==> config.mk <==
export PLATFORM = sky130hd
export DESIGN_NAME = line_mem_arbiter_flat
export DESIGN_NICKNAME = d
export VERILOG_FILES = /design/src/rtl/line_mem_arbiter_if.sv /design/src/rtl/line_mem_arbiter.sv /design/src/flat_wrapper.sv
export SDC_FILE = /design/constraint.sdc
export NUM_CORES = 1
export LEC_CHECK = 0
export ABC_AREA = 1
export CORE_AREA = 5 5 304 306
export CTS_CLUSTER_SIZE = 14
export DETAILED_ROUTE_END_ITERATION = 10
export DIE_AREA = 0 0 309 311
export GPL_TIMING_DRIVEN = 0
export RECOVER_POWER = 25
export SLEW_MARGIN = 0
export SYNTH_ARGS = -nofsm -noshare
export SYNTH_HDL_FRONTEND = slang
export SYNTH_SLANG_ARGS = --single-unit
export TNS_END_PERCENT = 1
==> constraint.sdc <==
create_clock -name clk -period 1.4 [get_ports clk]
set_input_delay 0.21 -clock clk [delete_from_list [all_inputs] [get_ports clk]]
set_output_delay 0.21 -clock clk [all_outputs]
set_load 0.05 [all_outputs]
==> src/rtl/line_mem_arbiter_if.sv <==
// Bundle of requester-side and memory-side signals of the line memory arbiter.
// The slave modport is the arbiter view. The master modport is the environment view:
// both requesters plus data_ram.
interface line_mem_arbiter_if #(
  parameter int unsigned ADDRESS_WIDTH = 32,
  parameter int unsigned LINE_WIDTH    = 128
);
  logic                     rq0_req;
  logic                     rq0_we;
  logic [ADDRESS_WIDTH-1:0] rq0_addr;
  logic [LINE_WIDTH-1:0]    rq0_wdata;
  logic                     rq0_ack;

  logic                     rq1_req;
  logic                     rq1_we;
  logic [ADDRESS_WIDTH-1:0] rq1_addr;
  logic [LINE_WIDTH-1:0]    rq1_wdata;
  logic                     rq1_ack;

  logic [LINE_WIDTH-1:0]    rd_line;
  logic [ADDRESS_WIDTH-1:0] mem_read_addr;
  logic [ADDRESS_WIDTH-1:0] mem_write_addr;
  logic [LINE_WIDTH-1:0]    mem_wdata;
  logic                     mem_we;
  logic [LINE_WIDTH-1:0]    mem_rdata;
  logic                     busy;
  logic                     grant_id;

  modport slave (
    input  rq0_req, rq0_we, rq0_addr, rq0_wdata,
    input  rq1_req, rq1_we, rq1_addr, rq1_wdata,
    input  mem_rdata,
    output rq0_ack, rq1_ack, rd_line,
    output mem_read_addr, mem_write_addr, mem_wdata, mem_we,
    output busy, grant_id
  );

  modport master (
    output rq0_req, rq0_we, rq0_addr, rq0_wdata,
    output rq1_req, rq1_we, rq1_addr, rq1_wdata,
    output mem_rdata,
    input  rq0_ack, rq1_ack, rd_line,
    input  mem_read_addr, mem_write_addr, mem_wdata, mem_we,
    input  busy, grant_id
  );
endinterface

==> src/rtl/line_mem_arbiter.sv <==
// Round-robin arbiter and sequencer for the line-wide data memory port.
// It serves two refill clients, one whole-line read or write at a time.
module line_mem_arbiter #(
  parameter int unsigned ADDRESS_WIDTH = 32,
  parameter int unsigned LINE_WIDTH    = 128,
  parameter int unsigned MEM_LATENCY   = 2
) (
  input  logic              clk,
  input  logic              rst_n,
  line_mem_arbiter_if.slave bus
);

  localparam int unsigned OFFSET_BITS = $clog2(LINE_WIDTH / 8);
  localparam logic [ADDRESS_WIDTH-1:0] ALIGN_MASK =
    {{(ADDRESS_WIDTH - OFFSET_BITS){1'b1}}, {OFFSET_BITS{1'b0}}};
  localparam logic [3:0] CNT_LOAD = 4'(MEM_LATENCY - 1);

  typedef enum logic [1:0] {IDLE, ISSUE, WAIT, DONE} state_e;

  state_e                   state_q;
  logic                     we_q;
  logic [3:0]               cnt_q;
  logic                     last_grant_q;
  logic                     grant_id_q;
  logic                     busy_q;
  logic                     ack0_q;
  logic                     ack1_q;
  logic                     mem_we_q;
  logic [ADDRESS_WIDTH-1:0] mem_raddr_q;
  logic [ADDRESS_WIDTH-1:0] mem_waddr_q;
  logic [LINE_WIDTH-1:0]    mem_wdata_q;
  logic [LINE_WIDTH-1:0]    rd_line_q;

  logic                     grant_valid_d;
  logic                     grant_sel_d;
  logic                     req_we_d;
  logic [ADDRESS_WIDTH-1:0] req_addr_d;
  logic [LINE_WIDTH-1:0]    req_wdata_d;

  // Round-robin pick: a lone requester wins, a tie goes to the one not served last
  always_comb begin
    grant_valid_d = bus.rq0_req | bus.rq1_req;
    grant_sel_d   = (bus.rq0_req && bus.rq1_req) ? ~last_grant_q : ~bus.rq0_req;
    req_we_d      = grant_sel_d ? bus.rq1_we    : bus.rq0_we;
    req_addr_d    = (grant_sel_d ? bus.rq1_addr : bus.rq0_addr) & ALIGN_MASK;
    req_wdata_d   = grant_sel_d ? bus.rq1_wdata : bus.rq0_wdata;
  end

  // Transaction sequencer with registered outputs
  // The request is latched straight into the memory-side output registers at grant.
  // That puts address/WE on the bus for the whole ISSUE cycle.
  always_ff @(posedge clk or negedge rst_n) begin
    if (!rst_n) begin
      state_q      <= IDLE;
      we_q         <= 1'b0;
      cnt_q        <= '0;
      last_grant_q <= 1'b1;
      grant_id_q   <= 1'b0;
      busy_q       <= 1'b0;
      ack0_q       <= 1'b0;
      ack1_q       <= 1'b0;
      mem_we_q     <= 1'b0;
      mem_raddr_q  <= '0;
      mem_waddr_q  <= '0;
      mem_wdata_q  <= '0;
      rd_line_q    <= '0;
    end else begin
      mem_we_q <= 1'b0;
      ack0_q   <= 1'b0;
      ack1_q   <= 1'b0;
      case (state_q)
        IDLE: begin
          if (grant_valid_d) begin
            state_q    <= ISSUE;
            busy_q     <= 1'b1;
            grant_id_q <= grant_sel_d;
            we_q       <= req_we_d;
            if (req_we_d) begin
              mem_we_q    <= 1'b1;
              mem_waddr_q <= req_addr_d;
              mem_wdata_q <= req_wdata_d;
            end else begin
              mem_raddr_q <= req_addr_d;
            end
          end
        end
        ISSUE: begin
          if (we_q) begin
            state_q <= DONE;
            ack0_q  <= ~grant_id_q;
            ack1_q  <= grant_id_q;
          end else begin
            cnt_q   <= CNT_LOAD;
            state_q <= WAIT;
          end
        end
        WAIT: begin
          if (cnt_q == '0) begin
            rd_line_q <= bus.mem_rdata;
            state_q   <= DONE;
            ack0_q    <= ~grant_id_q;
            ack1_q    <= grant_id_q;
          end else begin
            cnt_q <= cnt_q - 4'd1;
          end
        end
        DONE: begin
          last_grant_q <= grant_id_q;
          busy_q       <= 1'b0;
          state_q      <= IDLE;
        end
        default: state_q <= IDLE;
      endcase
    end
  end

  assign bus.rq0_ack        = ack0_q;
  assign bus.rq1_ack        = ack1_q;
  assign bus.rd_line        = rd_line_q;
  assign bus.mem_read_addr  = mem_raddr_q;
  assign bus.mem_write_addr = mem_waddr_q;
  assign bus.mem_wdata      = mem_wdata_q;
  assign bus.mem_we         = mem_we_q;
  assign bus.busy           = busy_q;
  assign bus.grant_id       = grant_id_q;

endmodule

==> src/flat_wrapper.sv <==
// flat-port wrapper written by rule: the top's interface ports become plain ports
module line_mem_arbiter_flat 
#(
  parameter int unsigned ADDRESS_WIDTH = 32,
  parameter int unsigned LINE_WIDTH    = 128,
  parameter int unsigned MEM_LATENCY   = 2
)
  (clk, rst_n, bus_rq0_req, bus_rq0_we, bus_rq0_addr, bus_rq0_wdata, bus_rq1_req, bus_rq1_we, bus_rq1_addr, bus_rq1_wdata, bus_mem_rdata, bus_rq0_ack, bus_rq1_ack, bus_rd_line, bus_mem_read_addr, bus_mem_write_addr, bus_mem_wdata, bus_mem_we, bus_busy, bus_grant_id);
  line_mem_arbiter_if #(.ADDRESS_WIDTH(ADDRESS_WIDTH), .LINE_WIDTH(LINE_WIDTH)) bus_i ();
  input  logic clk;
  input  logic rst_n;
  input wire logic [$bits(bus_i.rq0_req)-1:0] bus_rq0_req;
  input wire logic [$bits(bus_i.rq0_we)-1:0] bus_rq0_we;
  input wire logic [$bits(bus_i.rq0_addr)-1:0] bus_rq0_addr;
  input wire logic [$bits(bus_i.rq0_wdata)-1:0] bus_rq0_wdata;
  input wire logic [$bits(bus_i.rq1_req)-1:0] bus_rq1_req;
  input wire logic [$bits(bus_i.rq1_we)-1:0] bus_rq1_we;
  input wire logic [$bits(bus_i.rq1_addr)-1:0] bus_rq1_addr;
  input wire logic [$bits(bus_i.rq1_wdata)-1:0] bus_rq1_wdata;
  input wire logic [$bits(bus_i.mem_rdata)-1:0] bus_mem_rdata;
  output wire logic [$bits(bus_i.rq0_ack)-1:0] bus_rq0_ack;
  output wire logic [$bits(bus_i.rq1_ack)-1:0] bus_rq1_ack;
  output wire logic [$bits(bus_i.rd_line)-1:0] bus_rd_line;
  output wire logic [$bits(bus_i.mem_read_addr)-1:0] bus_mem_read_addr;
  output wire logic [$bits(bus_i.mem_write_addr)-1:0] bus_mem_write_addr;
  output wire logic [$bits(bus_i.mem_wdata)-1:0] bus_mem_wdata;
  output wire logic [$bits(bus_i.mem_we)-1:0] bus_mem_we;
  output wire logic [$bits(bus_i.busy)-1:0] bus_busy;
  output wire logic [$bits(bus_i.grant_id)-1:0] bus_grant_id;
  assign bus_i.rq0_req = bus_rq0_req;
  assign bus_i.rq0_we = bus_rq0_we;
  assign bus_i.rq0_addr = bus_rq0_addr;
  assign bus_i.rq0_wdata = bus_rq0_wdata;
  assign bus_i.rq1_req = bus_rq1_req;
  assign bus_i.rq1_we = bus_rq1_we;
  assign bus_i.rq1_addr = bus_rq1_addr;
  assign bus_i.rq1_wdata = bus_rq1_wdata;
  assign bus_i.mem_rdata = bus_mem_rdata;
  assign bus_rq0_ack = bus_i.rq0_ack;
  assign bus_rq1_ack = bus_i.rq1_ack;
  assign bus_rd_line = bus_i.rd_line;
  assign bus_mem_read_addr = bus_i.mem_read_addr;
  assign bus_mem_write_addr = bus_i.mem_write_addr;
  assign bus_mem_wdata = bus_i.mem_wdata;
  assign bus_mem_we = bus_i.mem_we;
  assign bus_busy = bus_i.busy;
  assign bus_grant_id = bus_i.grant_id;
  line_mem_arbiter #(.ADDRESS_WIDTH(ADDRESS_WIDTH), .LINE_WIDTH(LINE_WIDTH), .MEM_LATENCY(MEM_LATENCY)) u_core (.clk(clk), .rst_n(rst_n), .bus(bus_i));
endmodule
== Word-level counts from Yosys, hierarchy flattened ==
Cells that the tools add are included.
Storage, ports and cells
  flip-flop bits (word level): 325
  bits in latches: 0
  RAM bits: 0
  ROM bits: 0
  input port bits: 454
  output and inout port bits: 325
  word-level logic and storage cells: 60
  memories: 0
Cells by class
  add/sub/neg operators: 1
  $mul: 0
  divide/modulo/power cells: 0
  $lt $le $gt $ge: 0
  eq/ne operators: 7
  shift operators: 0
  mux-type cells: 22
  bitwise operators: 5
  reduce and logical (&&, ||, !) cells: 12
Operators with widths (count)
  $mux W128: 1
  $mux W32: 1
  $mux W1: 11
  $reduce_and A3 Y1: 3
  $mux W4: 2
  $pmux W2 S4: 1
  $pmux W4 S2: 1
  $reduce_and A2 Y1: 4
  $pmux W1 S2: 3
  $eq A2 B2 Y1 const B: 2
  $logic_not A4 Y1: 1
  $mux W2: 2
  $ne A2 B1 Y1 const B: 2
  $ne A2 B2 Y1 const B: 2
  $not A1 Y1: 4
  $reduce_bool A2 Y1: 2
  $sub A4 B1 Y4 const B: 1
  $eq A2 B1 Y1 const B: 1
  $logic_not A2 Y1: 1
  $logic_and A1 B1 Y1: 1
  $or A1 B1 Y1: 1

== Longest topological paths before layout ==
Gate-level depths: netlist (run 1).
  depth in word-level cells: 6
  depth in mapped cells: 9
  gate-level depth less buffers: 7

== Worst setup path before layout (run 1) ==
Ideal clock, no wire load.
  path kind: register -> register
  start: register u_core.state_q[0]
  end: register u_core.mem_wdata_q[109] (netlist: u_core.bus.mem_wdata[109])
  library setup time: 0.118 ns
  data arrival time: 1.447 ns
  data required time: 1.282 ns
  path slack: -0.165 ns
  stages on the path, launching flop included: 10
  clock period less this slack: 1.565 ns
  path through: dfrtp_1 inv_1 ha_1 inv_1 nor2_8 nand3_2 buf_4 buf_6 nand2_1 nand2_1
Between the ends
  cells in the longest elaborated chain, start to end: 2
RTL lines
  start: declaration: RTL line line_mem_arbiter.sv:20  | state_e state_q;
  start signal: assignment: RTL line line_mem_arbiter.sv:54  | state_q <= IDLE;
  start signal: assignment: RTL line line_mem_arbiter.sv:74  | state_q <= ISSUE;
  start signal: assignment: RTL line line_mem_arbiter.sv:89  | state_q <= DONE;
  $logic_not A2 Y1: RTL line line_mem_arbiter.sv:71  | case (state_q)
  $reduce_and A3 Y1 (no source line)
  end signal: assignment: RTL line line_mem_arbiter.sv:81  | mem_wdata_q <= req_wdata_d;
  end: declaration: RTL line line_mem_arbiter.sv:31  | logic [LINE_WIDTH-1:0] mem_wdata_q;
No other way between the ends.
A chain may end at the register's enable or synchronous reset.

== Final worst setup path (run 1) ==
  start: register u_core.last_grant_q
  end: register u_core.mem_wdata_q[25] (netlist: u_core.bus.mem_wdata[25])
Between the ends
  cells in the longest elaborated chain, start to end: 4
RTL lines
  start: declaration: RTL line line_mem_arbiter.sv:23  | logic last_grant_q;
  start signal: assignment: RTL line line_mem_arbiter.sv:108  | last_grant_q <= grant_id_q;
  $not A1 Y1 (*): RTL line line_mem_arbiter.sv:43  | grant_sel_d = (bus.rq0_req && bus.rq1_req) ? ~last_grant_q : ~bus.rq0_req;
  $mux W1 (*): RTL line line_mem_arbiter.sv:43
  $mux W1: RTL line line_mem_arbiter.sv:44  | req_we_d = grant_sel_d ? bus.rq1_we : bus.rq0_we;
  $reduce_and A3 Y1 (no source line)
Every way passes the cells marked *; elsewhere a longest branch is shown, timed or not.

==> run metrics, run 1 <==
peak supply drop=between 1000 and 1500 uV; Least-Margin Pin Slew=1.434 ns; non-filler instance count after layout=4007; MaxCap Viol Count=0; Vias/cell=roughly 4.1; Synth cell types=22; gr usage total=0.1546; Synth-to-Final Area Change=78.82%; Register-to-Register Setup Slack=-0.32 ns; CP endpoint kind=flop; sequential-to-total area share from yosys stat=0.5364; number of fill cells=9494; post-place setup slack=-1.472 ns; CTS Sinks=325; Pwr Total=69.71 mW; final layout net count=~3300; Synth Cell Area=15160 um^2; die extent in x=between 300 and 400 um; Avg Inst Size Synth=7.785 um^2; Post-synth EDFFs=0; Clock Latency Late Sink=around 0.56 ns; FFs w/ async S/R, synth=1.000; total negative slack=-90.89 ns; CP Launch Type=flop; CP Class=reg -> reg; area of the multi-input gates=about 6000 um^2; initial cell density of the core=0.1698; Max-slew headroom=0.04375; Slew Viols, Final=0; H-Tree Depth=2; number of routed nets with antenna violations=0; final setup margin=-0.3208 ns; Final HPWL DP=60690 um; Final min period=approximately 1.7 ns; Ports=779; Syn Inst Count=1948; via count=16250; Main synth FF type=dfrtp_1; clock skew=~0.012 ns; drt initial violations=899; placed insts=a little under 4000; failing checks=negative hold slack, negative setup slack; CP max FO=8; Power Dens Cells=approximately 2600 nW/um^2; fraction of layout cells with a size suffix above 1=0.2086; leakage=13.83 nW; PortBufs=about 760; DR pass1 iterations=5; Die Area=96100 um^2; final hold viol count=63; Crit path required time=1.84 ns; first-pass GRT wire length=110800 um; largest net degree at the start of global routing=approximately 110; DRC errors left=0; grt ovf=0; total CTS buffers=40; antenna violations before repair=4; # setup viols final=416; TritonCTS clock tree=done; Critical Path Start=u_core.last_grant_q; CTS Root Cell=clkbuf_16; flops & latches, synth=around 330; clk slew on worst S/H paths=0.06 ns; YS warnings=0; worst path arrival time=between 2 and 2.5 ns; core area=89320 um^2; fmax=0.5811 GHz; Hold Path Class=in -> async; vias in the first global route=16248; Max Root-Sink Buffers=3; WL/cell=approximately 20 um; post-route clock period utilization=1.229; die height=311 um; Final GP Congestion=0.8555; outcome=finished with violations; Core Rows=110; register area=8134 um^2; Post-Route WL=slightly below 80000 um; RSZ-0062 raised after global routing=yes; Reg-to-Reg Start=u_core.last_grant_q; Worst Hold Slack=-0.4094 ns
[cell usage in the layout, fill, tap and decap left out, types with 9 or more instances in the layout]
master           netlist  layout
nand2_1              827     802
clkdlybuf4s50_1        0     443
nand3_1              347     330
dfrtp_1              324     324
buf_4                 24     195
inv_1                141     136
buf_6                  3      88
o21ai_0              139      64
o21ai_1                0      51
dlygate4sd2_1          0      50
clkbuf_16              0      48
clkdlybuf4s15_2        0      36
buf_2                 88      35
buf_8                  0      29
o21ai_2                0      24
nand2_2                4      20
buf_12                 0      18
clkbuf_8               0      16
nand3_2                2      13
clkbuf_4               0      12
clkbuf_1              28      11
clkdlybuf4s15_1        0      10
buf_16                 0       9
[Yosys cell counts (2+ instances only)]
cell type | count | area, um^2
o21ai_0 | 139 | 695.7
nor2_1 | 5 | 18.77
buf_1 | 3 | 11.26
clkbuf_1 | 28 | 105.1
nand3_2 | 2 | 20.02
buf_2 | 88 | 440.4
dfrtp_1 | 324 | 8108
buf_4 | 24 | 180.2
ha_1 | 5 | 62.56
nand2_1 | 827 | 3104
nand3_1 | 347 | 1737
nand2_2 | 4 | 25.02
inv_1 | 141 | 529.3
buf_6 | 3 | 33.78
[layout make-up]
| class | instances | area share |
|---|---|---|
| clock inverters | 15 | 0.007059 |
| inverters | 141 | 0.01970 |
| repair buffers | 801 | 0.2952 |
| plain buffers | 144 | 0.05311 |
| multi-input cells | 1344 | 0.2269 |
| diodes | 2 | 0.0001846 |
| flip-flops and latches | 325 | 0.3000 |
| well taps | 1176 | 0.05426 |
| clock buffers | 59 | 0.04365 |
[flip-flops by register name, indices dropped and copies added, names as in the netlist, 2 cells and up]
register                   cells
u_core.bus.mem_write_addr     28
u_core.cnt_q                   4
u_core.bus.rd_line           128
u_core.bus.mem_wdata         128
u_core.state_q                 2
u_core.bus.mem_read_addr      28
[routing by layer]
| metal | GRT usage | vias up | share of wire |
|---|---|---|---|
| li1 | - | 7855 | - |
| met1 | 0.1889 | 7654 | 0.41 |
| met2 | 0.2623 | 602 | 0.48 |
| met3 | 0.03995 | 135 | 0.079 |
| met4 | 0.05654 | 4 | 0.036 |
| met5 | 0 | - | 0.00028 |
[worst max-delay path, stage by stage (launching register included)]
cell and delay, ns:
dfstp_2 0.53, inv_2 0.05, nand2_4 0.12, nand2_8 0.09
nand2_4 0.08, nand3_4 0.14, buf_12 0.17, buf_16 0.16
clkbuf_16 0.16, nand2_1 0.05, nand2_1 0.05
[what timing repair did]
action,CTS,global route
resized for setup,1061,899
endpoints found under the setup margin,637,585
hold endpoints to repair,59,59
buffers inserted,21,3
pin swaps,19,30
cloned,9,6
[path summary, 6_finish.rpt]
path	end	cells after the start
max in group asynchronous	u_core.bus.mem_wdata[116]	3
worst min-delay path	u_core.bus.rd_line[1]	1
worst max register to register	u_core.bus.mem_wdata[25]	10
worst max-delay path	u_core.bus.mem_wdata[25]	10
min in group clk	u_core.bus.rd_line[91]	3
worst min register to register	u_core.bus.mem_wdata[12]	2
[cells by family after synthesis]
logic type	synth area share
flops	0.5364
fa+ha+maj	0.004125
compound gates	0.04670
xor+xnor	0.0005777
other cells	0.0002473
simple gates	0.3262
buf+inv	0.08573
[metrics by stage]
step                      area [um^2]  utilization
after floorplan                 15260            -
after global placement          24350       0.2726
after detailed placement        24440       0.2736
after CTS                       26730       0.2992
after global routing            27120       0.3036
final                           27120       0.3036
[report_power, final]
group          switching (mW)  internal [mW]
combinational            28.5           13.2
sequential               2.89           14.1
clock                    4.39           6.62
total                    35.8           33.9
(Power assumes the default switching activity.)
==> run 2, diff against run 1 <==
--- a/config.mk
+++ b/config.mk
@@ -8,4 +8,5 @@
 export ABC_AREA = 1
 export CORE_AREA = 5 5 304 306
+export CTS_CLUSTER_DIAMETER = 30
 export CTS_CLUSTER_SIZE = 14
 export DETAILED_ROUTE_END_ITERATION = 10
==> constraint.sdc (replaced) <==
create_clock -name clk -period 1.4 [get_ports clk]
set_input_delay 0.14 -clock clk [delete_from_list [all_inputs] [get_ports clk]]
set_output_delay 0.14 -clock clk [all_outputs]
set_load 0.05 [all_outputs]
==> run metrics, run 2 (synthesized netlist as in run 1, its figures left out) <==
initial cell density of the core=0.1698; Top cell by count, worst path=nand2_8; drt initial violations=914; CP max FO=8; switching power=38.04 mW; MaxCap Viol Count=0; DR pass1 iterations=7; grt ovf=0; Synth-to-Final Area Change=93.59%; die height=311 um; Crit path required time=1.91 ns; total negative slack=-92.44 ns; logic gate share of total power=0.506; failing checks=negative setup slack; final hold viol count=0; first-pass GRT wire length=about 110000 um; Final min period=~1.7 ns; placed insts=roughly 4000; Reg-to-Reg Start=u_core.last_grant_q; number of fill cells=9266; Vias/cell=4.052; largest net degree at the start of global routing=105; Clock Latency Late Sink=0.64 ns; Least-Margin Pin Slew=~1.2 ns; final layout net count=3331; register area=8134 um^2; Hold Path Class=in -> async; core area=89320 um^2; non-filler instance count after layout=4123; Clk pwr share=0.281; worst r2r dst=u_core.bus.mem_wdata[52]; total CTS buffers=97; clk slew on worst S/H paths=0.04 ns; Slew Viols, Final=0; DP Area=24440 um^2; clock skew=0.02739 ns; leakage=about 15 nW; Worst path slowest cell=dfstp_2; Critical Path Max Stage Delay=0.54 ns; CTS Root Cell=clkbuf_16; fmax=0.5729 GHz; Seq pwr share=0.213; vias in the first global route=17043; Sw Ratio=0.4628; PortBufs=761; antenna violations before repair=4; TritonCTS clock tree=done; final setup margin=-0.3454 ns; gr usage total=0.1567; area of the multi-input gates=5957 um^2; Core Rows=110; Register-to-Register Setup Slack=-0.35 ns; peak supply drop=1669 uV; WL/cell=~19 um; fin util=0.3287; Final GP Congestion=0.8555; leading cell type in the layout, fill and taps excluded=nand2_1; Critical Path Start=u_core.last_grant_q; design area=29360 um^2; Max Root-Sink Buffers=3; outcome=finished with violations; CP top delay family=buffers and inverters; DRC errors left=0; WP depth=10; Pwr Total=82.21 mW; CP bufs+invs=4; CP Launch Type=flop; highest-count cells in the layout ignoring fill and taps=nand2_1 (814), clkdlybuf4s50_1 (443), nand3_1 (342); Post-Route WL=79830 um; Final HPWL DP=60690 um; worst path arrival time=2.25 ns; fraction of layout cells with a size suffix above 1=0.2095; R2R cell count=10; CP cell instances=inv_4, nand2_8, nand2_8, nand2_4, nand3_4, buf_12, buf_16, clkbuf_16, nand2_2, nand2_1; H-Tree Depth=3; number of routed nets with antenna violations=0; CTS Sinks=325; via count=about 17000; post-route clock period utilization=1.247; CP endpoint kind=flop; Power Dens Cells=2800 nW/um^2; CP endpoint=u_core.bus.mem_wdata[52]; Die Area=96100 um^2; # setup viols final=433; Int Pwr=44.16 mW; RSZ-0062 raised after global routing=yes; Ports=between 700 and 800; die extent in x=309 um; CP Class=reg -> reg; Max-slew headroom=0.1860
-- run 2: worst min-delay path by stage --
stage,cells after the start,end,from,slack (ns)
after global routing,3,u_core.bus.rd_line[21],bus_mem_rdata[21],0.01
final,2,u_core.bus.rd_line[1],rst_n,0.03
after global placement,2,u_core.bus.mem_wdata[100],u_core.bus.mem_wdata[100],0.46
after detailed placement,1,u_core.bus.rd_line[1],rst_n,0.13
after floorplan,0,u_core.bus.busy,rst_n,-0.16
after CTS,2,u_core.bus.rd_line[1],rst_n,0.00002
-- run 2: layer usage --
| metal | global-route usage | share of wire | vias to the layer above |
|---|---|---|---|
| met3 | 0.04867 | 0.077 | 166 |
| li1 | - | - | 8023 |
| met2 | 0.2636 | 0.48 | 644 |
| met1 | 0.1864 | 0.41 | 7868 |
| met5 | 0 | 0.00028 | - |
| met4 | 0.06237 | 0.036 | 4 |
-- run 2: area by class of cell --
| cell class | instances | area share |
|---|---|---|
| clock inverters | 42 | 0.02498 |
| multi-input cells | 1344 | 0.2029 |
| flip-flops and latches | 325 | 0.2771 |
| inverters | 141 | 0.01820 |
| well taps | 1176 | 0.05012 |
| clock buffers | 130 | 0.09372 |
| repair buffers | 817 | 0.2915 |
| plain buffers | 146 | 0.04130 |
| diodes | 2 | 0.0001705 |
-- run 2: power by group through the flow --
stage	logic (mW)	clock network (mW)	registers, mW
after detailed placement	40.1	0	16.8
after global routing	43.9	24.1	18.0
after floorplan	8.08	0	32.6
final	41.6	23.1	17.5
after CTS	39.5	23.5	16.9
after global placement	39.9	0	16.8
-- run 2: timing repair --
item / in CTS / in global routing
hold endpoints to repair: 226 / 0
resized for setup: 973 / 926
cloned: 3 / 4
endpoints found under the setup margin: 637 / 703
pin swaps: 8 / 18
buffers inserted: 11 / 4
hold buffers: 32 / 0
-- run 2: worst register-to-register path, cell delays in order, from the launching register on --
cell       delay (ns)
dfstp_2          0.54
inv_4            0.05
nand2_8          0.09
nand2_8          0.08
nand2_4          0.08
nand3_4          0.14
buf_12           0.18
buf_16           0.16
clkbuf_16        0.17
nand2_2          0.05
nand2_1          0.05
-- run 2: stage by stage --
step / hold slack (ns) / setup slack, ns
3_5_place_dp: 0.1281 / -1.402
4_1_cts: 0.00001960 / -0.3657
5_1_grt: 0.01263 / -0.4326
3_3_place_gp: 0.4559 / -15.30
2_1_floorplan: -0.1556 / -0.06979
6_report: 0.02970 / -0.3454
